[src/rtl/p2c_lane_fb.sv]
// Multi-lane p2c feedback cell: per-lane state bit k picks between ~(a|b) and b^c,
// with mode-selectable feedback, optional output register and a saturating toggle counter.
module p2c_lane_fb #(
  parameter int WIDTH   = 4,
  parameter int CNT_W   = 8,
  parameter int OUT_REG = 0
) (
  input  logic             clk,
  input  logic             rst,
  input  logic             en,
  input  logic [1:0]       mode,
  input  logic [WIDTH-1:0] a,
  input  logic [WIDTH-1:0] b,
  input  logic [WIDTH-1:0] c,
  input  logic [WIDTH-1:0] d,
  input  logic             cnt_clr,
  output logic [WIDTH-1:0] f,
  output logic             f_vld,
  output logic [WIDTH-1:0] k_q,
  output logic [CNT_W-1:0] tog_cnt,
  output logic             tog_sat
);

  localparam logic [CNT_W-1:0] CNT_MAX = {CNT_W{1'b1}};

  logic [WIDTH-1:0] k;
  logic [WIDTH-1:0] h;
  logic [WIDTH-1:0] g;
  logic [WIDTH-1:0] n;
  logic [WIDTH-1:0] fc;
  logic [WIDTH-1:0] j;
  logic             toggle;

  assign h  = ~(a | b);
  assign g  = b ^ c;
  assign n  = ~(c & d);
  assign fc = (k & g) | (~k & h);

  always_comb begin
    j = k;
    case (mode)
      2'b00:   j = n | fc;
      2'b01:   j = n & fc;
      2'b10:   j = ~k;
      default: j = k;
    endcase
  end

  assign toggle = en && (j != k);

  always_ff @(posedge clk or posedge rst) begin
    if (rst) begin
      k <= '0;
    end else if (en) begin
      k <= j;
    end
  end

  // Clear beats a simultaneous toggle event; the counter parks at all-ones.
  always_ff @(posedge clk or posedge rst) begin
    if (rst) begin
      tog_cnt <= '0;
      tog_sat <= 1'b0;
    end else if (cnt_clr) begin
      tog_cnt <= '0;
      tog_sat <= 1'b0;
    end else if (toggle && (tog_cnt != CNT_MAX)) begin
      tog_cnt <= tog_cnt + 1'b1;
      if (tog_cnt == CNT_MAX - 1'b1) begin
        tog_sat <= 1'b1;
      end
    end
  end

  assign k_q = k;

  generate
    if (OUT_REG != 0) begin : g_out_reg
      logic [WIDTH-1:0] f_r;
      logic             vld_r;
      always_ff @(posedge clk or posedge rst) begin
        if (rst) begin
          f_r   <= '0;
          vld_r <= 1'b0;
        end else begin
          f_r   <= fc;
          vld_r <= 1'b1;
        end
      end
      assign f     = f_r;
      assign f_vld = vld_r;
    end else begin : g_out_comb
      assign f     = fc;
      assign f_vld = ~rst;
    end
  endgenerate

endmodule

[config.mk]
export PLATFORM = sky130hd
export DESIGN_NAME = p2c_lane_fb
export DESIGN_NICKNAME = d
export VERILOG_FILES = /design/src/rtl/p2c_lane_fb.sv
export SDC_FILE = /design/constraint.sdc
export NUM_CORES = 1
export LEC_CHECK = 0
export ABC_AREA = 1
export BUFFER_PORTS_ARGS = -buffer_cell sky130_fd_sc_hd__buf_2
export CAP_MARGIN = 30
export CORE_UTILIZATION = 52
export DETAILED_ROUTE_END_ITERATION = 16
export GPL_TIMING_DRIVEN = 0
export PLACE_DENSITY = 0.93
export REMOVE_ABC_BUFFERS = 1
export SLEW_MARGIN = 10
export SYNTH_ARGS = -nofsm -noshare
export SYNTH_HDL_FRONTEND = slang
export SYNTH_SLANG_ARGS = --single-unit
[constraint.sdc]
create_clock -name clk -period 4.58 [get_ports clk]
set_input_delay 1.374 -clock clk [delete_from_list [all_inputs] [get_ports clk]]
set_output_delay 1.374 -clock clk [all_outputs]
set_load 0.05 [all_outputs]
==> results.ini <==
[cts]
cts-hold-fix-buffers = 0
cts_buffer_depth = 2
clock_insertion_delay_worst_skew_ns = 0.28
post_cts_resize_count = 0
clock_sink_count = 13
numCtsBuffers = 3
cts_tree = built
clkTransAtPathRegs_ns = 0.07
cts.root.buffer_cell = clkbuf_4
cts-htree-levels = 1
post_cts_buffers = 0

[min_path]
holdCritPathClass = reg2reg

[detailed_routing]
via_count_of_the_routed_design = 1215
firstDrtPassIters = 4
initialDrtViolationCount = 15
antenna_left = 0
wl_mm = 2.28
drcViolationCount = 0
routedWlPerCell_um = 9.46
avgViaCountPerCell = 5.04

[yosys]
cell_type_with_the_largest_total_area_after_synthesis = dfrtp_1
synth_seq_area_share = 0.300
synth_top_cells_by_area = dfrtp_1, nand2_1, nand3_1, inv_1, nor2_1
synth.lib_cells_used.distinct = 25
post_synth_inst_count = 173
share_of_the_synthesized_area_in_the_top_cell_type = 0.300
synth.avg_cell_area_um2 = 6.27
yosys_warnings = 0
synthesis.area_um2 = 1080
ys_ff_latch = 13

[floorplanning]
die_w_um = 47.7
core_um2 = 1960
die_area_um2 = 2270
num_io_pins = 40
start_util = 0.553
fp.dieH_um = 47.7
std_cell_rows = 16

[finish]
area_growth_syn_to_layout_pct = 22.6
layout.cell_area.non_filler_um2 = 1330
fillers = 194
multiInputGateArea_um2 = 659
nets = 239
register_area_um2 = 325
antenna_cells_inserted = 0
drive_gt1_frac = 0.248

[sta]
fin_crit_sh = 0.781
final_worst_clock_skew_ns = 0.00156
grt_setup_unrepaired = no
tightest_slew_ns = 0.508
max-slew-margin-rel = 0.661
report.final.hold_viol_count = 0
fmax_mhz = 279
setup_viol = 0
post-route-min-period_ns = 3.58
setup_tns_ns = 0
slew_viol_final = 0

[critical_path]
start_kind = primary input
top_fanout_value_on_the_critical_path = 14
crit_path_end_kind = output pin
crit_type = in2out
critical_path_arrival_ns = 2.20
crit_required_ns = 3.21

[power_and_ir_drop]
vdd.ir_drop.worst_mv = 0.236
post-layout-total-power_w = 0.000360
cellPowerDensity_nw_per_um2 = 271
power.leakage_nw = 0.762

[global_route]
groute.usage.overall = 0.217
grt_antenna_before_repair = 0
pin_count_of_the_biggest_net_entering_global_routing = 15
first_global_vias = 918
grt_pass1_wl_mm = 3.50
grt_overflow_total = 0

[placed_design]
gpl.final_weighted_congestion = 0.773
dpl_cell_area_um2 = 1300
number_of_i_o_port_buffers = 39
hpwlAfterDp_mm = 1.79

[run]
cap_violations = 0

[status]
outcome = complete, no violations

-- critical path: stages --
cell and delay (ns):
buf_2 0.09, inv_1 0.37, buf_2 0.36
-- final timing paths --
path	start	to	slack (ns)	cells past startpoint
worst max-delay path	rst	f_vld	1.00	3
worst min-delay path	tog_sat	tog_sat	0.53	2
worst max register to register	k_q[3]	tog_cnt[2]	2.84	14
worst min register to register	tog_sat	tog_sat	0.53	2
max in group asynchronous	rst	k_q[3]	3.14	2
min in group asynchronous	rst	tog_cnt[5]	1.10	2
-- layout by cell type, fill, tap and decap left out, drive strengths merged --
master,instances
a21oi,2
ha,2
nand3b,2
nor3,2
o21ai,12
clkbuf,4
xnor2,1
inv,23
clkinv,1
o211ai,1
nand2,55
o2111ai,1
nand4,3
dfrtp,13
xor2,3
nor3b,1
buf,39
nor2,20
nand3,29
-- registers in the layout, indices dropped and copies added (netlist names) --
signal / flops
tog_sat: 1
tog_cnt: 8
k_q: 4
-- synthesized netlist by cell type --
cell type and instances:
a21oi_1 1, a21oi_2 1, buf_2 2, clkinv_1 1, dfrtp_1 13, ha_1 2, inv_1 20, inv_2 3
nand2_1 51, nand2_2 2, nand2_4 2, nand3_1 28, nand3_2 1, nand3b_1 2, nand4_1 3, nor2_1 19
nor2_2 1, nor3_1 2, nor3b_1 1, o2111ai_1 1, o211ai_1 1, o21ai_0 11, o21ai_2 1, xnor2_1 1
xor2_1 3
-- cell families after synthesis --
kind of cell / synth area share
compound gates: 0.0865
xor+xnor: 0.0323
fa+ha+maj: 0.0231
buf+inv: 0.0923
flops: 0.300
simple gates: 0.466
-- area by class of cell --
class                           count  share of cell area
Timing Repair Buffer               39               0.147
Sequential cell                    13               0.245
Clock buffer                        4              0.0198
Tap cell                           27              0.0254
Multi-Input combinational cell    134               0.496
Inverter                           24              0.0677
-- layer usage --
layer  routed length, µm  track usage  vias to the layer above  part of all wire
met1                1010        0.251                      540              0.44
met3                  97       0.0302                        2             0.043
li1                    -            -                      641                 -
met4                  36       0.0889                        0             0.016
met5                   0            0                        -                 0
met2                1140        0.400                       32              0.50
-- report_power, final --
| group | internal (W) | total, W | leakage [nW] | switching (W) |
|---|---|---|---|---|
| registers | 0.000124 | 0.000137 | 0.173 | 0.0000138 |
| clock network | 0.0000339 | 0.0000722 | 0.0150 | 0.0000383 |
| logic | 0.0000424 | 0.000151 | 0.573 | 0.000108 |
| total | 0.000200 | 0.000360 | 0.762 | 0.000160 |
-- metrics by stage --
stage / hold slack [ns] / util / cells / worst slack [ns]
after global placement: 0.502 / 0.665 / 237 / 0.975
final: 0.530 / 0.678 / 241 / 1.00
after CTS: 0.530 / 0.678 / 241 / 0.967
after global routing: 0.567 / 0.678 / 241 / 0.895
after floorplan: 0.744 / - / 171 / 1.20
after detailed placement: 0.519 / 0.665 / 237 / 0.968
Power figures use the tool's default switching activity.
